--- src/rtl/turn_scheduler.sv ---
// Turn sequencer for up to MAX_PLAYER_CNT players: current/next player, round and per-step countdown.
// Optional pause input when PAUSE_EN is defined; the default build has no pause port.
module turn_scheduler #(
  parameter int MAX_PLAYER_CNT      = 7,
  parameter int LOG2_MAX_PLAYER_CNT = 3,
  parameter int MAX_STEP_TIME       = 15,
  parameter int LOG2_MAX_STEP_TIME  = 4,
  parameter int LOG2_MAX_ROUND      = 12,
  parameter int TICKS_PER_SEC       = 100_000_000
) (
  input  logic                           clk_100M,
  input  logic                           reset_n,
  input  logic                           start,
  input  logic [MAX_PLAYER_CNT-1:0]      alive_mask,
  input  logic                           step_done,
`ifdef PAUSE_EN
  input  logic                           pause,
`endif
  output logic [LOG2_MAX_PLAYER_CNT-1:0] current_player,
  output logic [LOG2_MAX_PLAYER_CNT-1:0] next_player,
  output logic [LOG2_MAX_STEP_TIME-1:0]  time_left,
  output logic [LOG2_MAX_ROUND-1:0]      round,
  output logic                           turn_start,
  output logic                           timeout,
  output logic                           game_over,
  output logic [LOG2_MAX_PLAYER_CNT-1:0] winner
);

  localparam int PW = LOG2_MAX_PLAYER_CNT;
  localparam int SW = LOG2_MAX_STEP_TIME;
  localparam int RW = LOG2_MAX_ROUND;
  localparam int TW = (TICKS_PER_SEC > 1) ? $clog2(TICKS_PER_SEC) : 1;

  localparam logic [1:0] IDLE      = 2'd0;
  localparam logic [1:0] WAIT_STEP = 2'd1;
  localparam logic [1:0] ADVANCE   = 2'd2;
  localparam logic [1:0] OVER      = 2'd3;

  localparam logic [SW-1:0] STEP_INIT = SW'(MAX_STEP_TIME);
  localparam logic [TW-1:0] TICK_LAST = TW'(TICKS_PER_SEC - 1);
  localparam logic [RW-1:0] ROUND_MAX = '1;

  // First alive id cyclically after cur (cur itself excluded); cur==0 yields the lowest alive id.
  function automatic logic [PW-1:0] next_alive(input logic [PW-1:0] cur,
                                               input logic [MAX_PLAYER_CNT-1:0] mask);
    logic [PW-1:0] res;
    int id;
    res = '0;
    for (int i = MAX_PLAYER_CNT; i >= 1; i--) begin
      id = int'(cur) + i;
      if (id > MAX_PLAYER_CNT) id = id - MAX_PLAYER_CNT;
      if (mask[id-1] && (id != int'(cur))) res = PW'(id);
    end
    return res;
  endfunction

  logic [1:0]    state_q, state_d;
  logic [PW-1:0] cur_q, cur_d;
  logic [PW-1:0] nxt_q, nxt_d;
  logic [SW-1:0] time_q, time_d;
  logic [RW-1:0] round_q, round_d;
  logic [TW-1:0] tick_q, tick_d;
  logic          turn_start_q, turn_start_d;
  logic          timeout_q, timeout_d;
  logic          game_over_q, game_over_d;
  logic [PW-1:0] winner_q, winner_d;

  logic [MAX_PLAYER_CNT:0] alive_ext;
  logic                    cur_alive;
  logic                    many_alive;
  logic [PW-1:0]           first_alive;
  logic [PW-1:0]           after_cur;
  logic                    run;

  // Bit 0 stands in for the NPC id so current_player can index directly.
  assign alive_ext   = {alive_mask, 1'b0};
  assign cur_alive   = alive_ext[cur_q];
  assign many_alive  = ($countones(alive_mask) >= 2);
  assign first_alive = next_alive('0, alive_mask);
  assign after_cur   = next_alive(cur_q, alive_mask);

`ifdef PAUSE_EN
  assign run = !pause;
`else
  assign run = 1'b1;
`endif

  always_comb begin
    state_d      = state_q;
    cur_d        = cur_q;
    time_d       = time_q;
    round_d      = round_q;
    tick_d       = tick_q;
    turn_start_d = 1'b0;
    timeout_d    = 1'b0;
    game_over_d  = game_over_q;
    winner_d     = winner_q;
    nxt_d        = '0;

    case (state_q)
      IDLE: begin
        if (start && many_alive) begin
          state_d      = WAIT_STEP;
          cur_d        = first_alive;
          round_d      = RW'(1);
          time_d       = STEP_INIT;
          tick_d       = '0;
          turn_start_d = 1'b1;
        end
      end
      WAIT_STEP: begin
        // A committed move or losing the last crown ends the step before any expiry.
        if (step_done || !cur_alive) begin
          state_d = ADVANCE;
        end else if (run) begin
          if (tick_q == TICK_LAST) begin
            tick_d = '0;
            if (time_q == '0) begin
              timeout_d = 1'b1;
              state_d   = ADVANCE;
            end else begin
              time_d = time_q - SW'(1);
            end
          end else begin
            tick_d = tick_q + TW'(1);
          end
        end
      end
      ADVANCE: begin
        if (!many_alive) begin
          state_d     = OVER;
          game_over_d = 1'b1;
          winner_d    = first_alive;
          cur_d       = '0;
          time_d      = '0;
          tick_d      = '0;
        end else begin
          cur_d = after_cur;
          if ((after_cur <= cur_q) && (round_q != ROUND_MAX)) round_d = round_q + RW'(1);
          time_d       = STEP_INIT;
          tick_d       = '0;
          turn_start_d = 1'b1;
          state_d      = WAIT_STEP;
        end
      end
      OVER: begin
        if (start) begin
          state_d     = IDLE;
          cur_d       = '0;
          time_d      = '0;
          round_d     = '0;
          tick_d      = '0;
          game_over_d = 1'b0;
          winner_d    = '0;
        end
      end
      default: state_d = IDLE;
    endcase

    // Look-ahead is taken from the player that will be current next cycle.
    if ((state_d == WAIT_STEP) || (state_d == ADVANCE)) nxt_d = next_alive(cur_d, alive_mask);
  end

  always_ff @(posedge clk_100M or negedge reset_n) begin
    if (!reset_n) begin
      state_q      <= IDLE;
      cur_q        <= '0;
      nxt_q        <= '0;
      time_q       <= '0;
      round_q      <= '0;
      tick_q       <= '0;
      turn_start_q <= 1'b0;
      timeout_q    <= 1'b0;
      game_over_q  <= 1'b0;
      winner_q     <= '0;
    end else begin
      state_q      <= state_d;
      cur_q        <= cur_d;
      nxt_q        <= nxt_d;
      time_q       <= time_d;
      round_q      <= round_d;
      tick_q       <= tick_d;
      turn_start_q <= turn_start_d;
      timeout_q    <= timeout_d;
      game_over_q  <= game_over_d;
      winner_q     <= winner_d;
    end
  end

  assign current_player = cur_q;
  assign next_player    = nxt_q;
  assign time_left      = time_q;
  assign round          = round_q;
  assign turn_start     = turn_start_q;
  assign timeout        = timeout_q;
  assign game_over      = game_over_q;
  assign winner         = winner_q;

endmodule

--- config.mk ---
export PLATFORM = sky130hd
export DESIGN_NAME = turn_scheduler
export DESIGN_NICKNAME = d
export VERILOG_FILES = /design/src/rtl/turn_scheduler.sv
export SDC_FILE = /design/constraint.sdc
export NUM_CORES = 1
export LEC_CHECK = 0
export ABC_AREA = 1
export CORE_MARGIN = 5
export CORE_UTILIZATION = 60
export DETAILED_ROUTE_END_ITERATION = 10
export PLACE_DENSITY = 0.76
export SLEW_MARGIN = 5
export SYNTH_ARGS = -nofsm -noshare
export SYNTH_HDL_FRONTEND = slang
export SYNTH_SLANG_ARGS = --single-unit
--- constraint.sdc ---
create_clock -name clk_100M -period 12.9 [get_ports clk_100M]
set_clock_uncertainty 0.2 [all_clocks]
set_input_delay 1.935 -clock clk_100M [delete_from_list [all_inputs] [get_ports clk_100M]]
set_output_delay 1.935 -clock clk_100M [all_outputs]
set_load 0.01 [all_outputs]
==> summary.txt, run 1 <==
Clock network
  • Longest Clk Path Bufs: 2
  • Root Driver: clkbuf_8
  • CTS tree: built
  • TritonCTS Buffers: 9
  • Htree depth: 3
  • Post-CTS Resized: 0
  • Worst-Skew Late Latency: 0.34 ns
  • Post-CTS Hold Buffers: 0
  • Postcts setup bufs: 0
  • Clock slew seen by the registers of the worst setup and hold paths: roughly 0.070 ns
  • CTS Sinks: between 50 and 60

Worst setup path
  • Worst Path Required: 12.97 ns
  • Critical path's slowest cell: clkdlybuf4s50_1
  • CP endpoint kind: register
  • CP Max Fanout: 14
  • Crit-path max cell delay: about 0.74 ns
  • CP Class: in -> reg
  • Critical path startpoint category: primary input
  • Critical Path AT: 8.68 ns
  • Cell mode on critical path: nand2_1

Yosys
  • Seq/Total Area, Yosys: 0.222
  • Synth Register Bits: 57
  • Leading post-synthesis cells by cell area: dfrtp_1 22%, nand2_1 17%, ha_1 10%
  • Post-synth EDFFs: 0
  • Synth cell count leaders: 284 x nand2_1, 138 x inv_1, 96 x nand3_1
  • Main flop type after synthesis: dfrtp_1
  • Top-count cell post-synth: nand2_1
  • Mapped Cells: between 1000 and 1500
  • Syn. warnings: 0
  • Asr flop ratio synth: 1.00
  • Avg Inst Size Synth: between 6 and 7 sq um
  • Area leader, netlist: dfrtp_1
  • Library cells used by synthesis: 58
  • Synthesized cell area: 0.00641 sq mm
  • Mapped Nets: 1079
  • Synth top area share: 0.222

Layout
  • # diodes: 0
  • Layout cell share with drive strength beyond 1: 0.0639
  • Layout overhead on the synthesized area: 10.2%
  • Nets@finish: about 1100
  • Fill count: 970

Floorplan
  • Initial Util: 0.619
  • Row count: 37
  • # IOs: 39
  • DIE AREA: 0.0129 sq mm
  • Core outline area: about 0.010 sq mm
  • Die width: 113 um
  • Die Height: 113 um

Global routing
  • Largest net degree at the start of global routing: 58
  • Vias in the first global route: approximately 6100
  • Grt total ovfl: 0
  • Number of antenna violations at the first check in global routing: 0
  • GRT Util Overall: 0.266
  • First-pass GRT wire length: 28.2 mm

STA
  • Min Tclk post-route: 8.61 ns
  • Max Transition Viols Final: 0
  • Tcrit/Tclk final: 0.667
  • Final setup vio count: 0
  • Slew @ Worst Pin: 0.742 ns
  • RSZ-0062 raised after global routing: false
  • Rel. slew slack: 0.505
  • Final setup TNS: 0 ns
  • Final hold violation count: 0
  • Max Clk Rate: 116 MHz

Detailed routing
  • Detailed Routing Iterations Pass 1: 7
  • Total wire length: 16.9 mm
  • Post-DR vias/cell: roughly 5.6
  • Via Count: 6618
  • Drt drc: 0
  • WL/cell: 14.3 um
  • Iteration-0 DRC Markers: about 450
  • Antenna Nets Post-Route: 0

Placement
  • Final GP Congestion: around 0.9
  • I/O Buffers: 38
  • HPWL Detailed: 12.4 mm

Flow run
  • Max Cap Violations: 0

Hold path
  • Hold Path Class: reg -> reg

Status
  • Status: finished clean
[sequential cells by signal (all words and copies together) (netlist names)]
name	count
current_player	3
turn_start	1
timeout	1
game_over	1
state_q	2
next_player	3
time_left	4
tick_q	27
winner	3
round	12
[kinds of logic after synthesis]
| logic type | after synthesis | synth area share |
|---|---|---|
| muxes | 1 | 0.00156 |
| adders and majority gates | 57 | 0.117 |
| AOI/OAI and AO/OA | 191 | 0.180 |
| and+or+nand+nor | 517 | 0.350 |
| xor gates and xnor gates | 11 | 0.0174 |
| buffers and inverters | 177 | 0.112 |
| DFF | 57 | 0.222 |
[cells in the final DEF, fill, tap and decap left out, drive strengths merged, types with 2 or more instances in the layout]
cell type,synthesis,layout
nand4,11,11
clkinvlp,0,2
clkinv,4,5
a21boi,4,4
nand2,297,297
fa,5,5
a31oi,6,6
nor4,4,4
o21ai,74,74
and3,2,2
nand3,97,97
dfrtp,57,57
o21a,5,5
o311ai,3,3
o211ai,16,16
or2,5,5
buf,16,3
clkbuf,3,12
nor3,20,20
xnor2,4,4
nand3b,6,6
a21oi,60,60
a211oi,9,9
ha,52,52
nor2,74,74
clkdlybuf4s50,0,37
inv,154,154
o22ai,3,3
xor2,7,7
o31ai,3,3
[cell type report]
class	count	area, sq um	share of cell area
clock inverter	4	50.0	0.00708
sequential	57	1430	0.202
multi-input combinational	777	4270	0.604
timing repair buffer	40	390	0.0552
tap	136	170	0.0241
clock buffer	12	165	0.0234
inverter	158	596	0.0842
[path summary, 6_finish.rpt]
kind	slack, ns	cells past startpoint	startpoint	to
worst max-delay path	4.29	35	alive_mask[0]	next_player[1]$_DFF_PN0_
worst min-delay path	0.33	1	tick_q[12]$_DFFE_PN0P_	tick_q[12]$_DFFE_PN0P_
worst max register to register	5.60	40	current_player[1]$_DFF_PN0_	next_player[1]$_DFF_PN0_
worst min register to register	0.33	1	tick_q[12]$_DFFE_PN0P_	tick_q[12]$_DFFE_PN0P_
max in group asynchronous	10.46	2	reset_n	current_player[2]$_DFF_PN0_
min in group asynchronous	1.52	2	reset_n	round[5]$_DFFE_PN0P_
[stage by stage]
stage / instance area (sq um) / setup slack (ns) / util / instances / hold slack, ns
2_1_floorplan: 6410 / 5.60 / - / 1011 / 0.286
3_3_place_gp: 6860 / 4.11 / 0.661 / 1168 / 0.311
3_5_place_dp: 6860 / 4.01 / 0.661 / 1168 / 0.316
4_1_cts: 7070 / 4.35 / 0.682 / 1184 / 0.332
5_1_grt: 7070 / 3.69 / 0.682 / 1184 / 0.372
6_report: 7070 / 4.29 / 0.682 / 1184 / 0.329
[per-layer routing]
metal	share of wire	wire (um)	track usage
met5	0	0	0
met2	0.46	7780	0.445
met1	0.45	7620	0.358
met4	0.017	284	0.0721
met3	0.073	1230	0.0456
[critical path: cells and delay by family]
family / cells / cell delay (ns)
fa+ha+maj: 7 / 2.72
simple gates: 16 / 1.77
buf+inv: 8 / 1.63
compound gates: 4 / 0.64
Power of run 1 is left out: the tool's default activity adds up to more than one toggle a clock period on the data nets, which glitch-free logic cannot reach.
==> run 2, diff against run 1 <==
clock period = 8.27 ns   (was 12.9 ns; I/O delays follow)
==> run 2 against run 1 <==
Compared with the run above: routed wire length grew 1.1%; design area increased by 0.99%; critical path depth is 2 lower; setup slack worse by 3.4 ns; largest cell class unchanged; cell count grew 0.93%; hold slack got worse by 0.0012 ns; non-clock buffer count is 11 higher; sequential share of layout area shrank 0.20 points; global-route usage rose by 0.15 points.
==> summary.txt, run 2 (synthesized netlist as in run 1, its figures left out) <==
Status
  • Status: finished clean

Layout
  • # diodes: 0
  • Area occupied by multi-input gates: 0.00427 sq mm
  • Nets@finish: 1122
  • Layout overhead on the synthesized area: 11.3%
  • Most frequent cells in the layout: 284 x nand2_1, 138 x inv_1, 96 x nand3_1
  • Fill count: 973
  • Most common cell after layout, fill and taps aside: nand2_1
  • Layout cell share with drive strength beyond 1: 0.0737
  • Max reg flops: 27
  • Reg area: between 0.001 and 0.0015 sq mm
  • Most flops, register: tick_q

Clock network
  • Longest Clk Path Bufs: 2
  • Post-CTS Hold Buffers: 0
  • Post-CTS Resized: 0
  • Root Driver: clkbuf_8
  • CTS tree: built
  • Clock slew seen by the registers of the worst setup and hold paths: 0.07 ns
  • CTS Sinks: 57
  • Postcts setup bufs: 0
  • Htree depth: 3
  • Worst-Skew Late Latency: between 0.3 and 0.4 ns
  • TritonCTS Buffers: 9

Floorplan
  • # IOs: 39
  • Die Height: roughly 110 um
  • Core outline area: 0.0104 sq mm
  • DIE AREA: about 0.013 sq mm
  • Die width: 113 um
  • Initial Util: 0.619
  • Row count: 37

Worst setup path
  • Critical Path AT: between 7 and 8 ns
  • Top cell family by delay on the critical path: adder cells
  • Critical path startpoint category: primary input
  • Critical path's slowest cell: fa_1
  • CP Buf/Inv Count: 5
  • CP endpoint kind: register
  • Crit-path max cell delay: 0.56 ns
  • Cell mode on critical path: nand2_1
  • Worst Path Required: 8.31 ns
  • CP Class: in -> reg
  • CP Max Fanout: 12

STA
  • Slew @ Worst Pin: 0.749 ns
  • Final hold violation count: 0
  • Max Clk Rate: 135 MHz
  • Min Tclk post-route: 7.39 ns
  • RSZ-0062 raised after global routing: false
  • Rel. slew slack: 0.500
  • Max Transition Viols Final: 0
  • Final setup TNS: 0 ns
  • Final setup vio count: 0
  • Tcrit/Tclk final: 0.894

Placement
  • Final GP Congestion: 0.943
  • HPWL Detailed: 12.6 mm
  • I/O Buffers: 38

Detailed routing
  • Drt drc: 0
  • Detailed Routing Iterations Pass 1: 7
  • Post-DR vias/cell: 5.57
  • Iteration-0 DRC Markers: 654
  • Via Count: around 6700
  • WL/cell: 14.3 um
  • Total wire length: 17.1 mm
  • Antenna Nets Post-Route: 0

Flow run
  • Max Cap Violations: 0

Hold path
  • Hold Path Class: reg -> reg

Global routing
  • Largest net degree at the start of global routing: 58
  • First-pass GRT wire length: 28.5 mm
  • Grt total ovfl: 0
  • GRT Util Overall: 0.268
  • Number of antenna violations at the first check in global routing: 0
  • Vias in the first global route: around 6000
run 2: changes by cell type in the layout (fill, tap and decap cells not counted), sizes merged:
cell      before  now
buf            3   14
inv          154  155
clkinv         5    6
clkinvlp       2    3
clkbuf        12    9
run 2: through the flow:
step,hold WS (ns),utilization,setup WS [ns],area (sq um),instances
final,0.328,0.689,0.880,7140,1195
after global routing,0.373,0.689,0.386,7140,1195
after CTS,0.336,0.689,0.981,7140,1195
after detailed placement,0.318,0.669,0.634,6940,1179
after global placement,0.305,0.669,0.742,6940,1179
after floorplan,0.286,-,1.66,6410,1011
run 2: final cells by class:
cell class,count,share of cell area
Tap cell,136,0.0238
Timing Repair Buffer,51,0.0662
Inverter,158,0.0834
Clock buffer,9,0.0173
Sequential cell,57,0.200
Clock inverter,7,0.0110
Multi-Input combinational cell,777,0.598
run 2: routing by layer:
metal,global-route usage,up-vias,share of wire
met2,0.435,169,0.46
met4,0.0641,0,0.016
met1,0.377,3055,0.46
met5,0,-,0
met3,0.0403,24,0.061
li1,-,3412,-
run 2: worst paths after layout:
kind	from	to	slack, ns	depth (start not counted)
min reg2reg	tick_q[26]$_DFFE_PN0P_	tick_q[26]$_DFFE_PN0P_	0.33	2
max reg2reg	current_player[2]$_DFF_PN0_	next_player[2]$_DFF_PN0_	1.34	42
min	tick_q[26]$_DFFE_PN0P_	tick_q[26]$_DFFE_PN0P_	0.33	2
max in group asynchronous	reset_n	round[9]$_DFFE_PN0P_	6.52	2
min in group asynchronous	reset_n	round[6]$_DFFE_PN0P_	0.81	2
max	alive_mask[0]	next_player[2]$_DFF_PN0_	0.88	33
run 2: worst register-to-register path: cells and delay by family, from the launching register on:
family / cells / cell delay (ns)
compound gates: 8 / 1.38
buf+inv: 6 / 0.88
fa+ha+maj: 5 / 1.58
flops: 1 / 0.73
simple gates: 23 / 2.03
Power of run 2 is left out for the same reason.
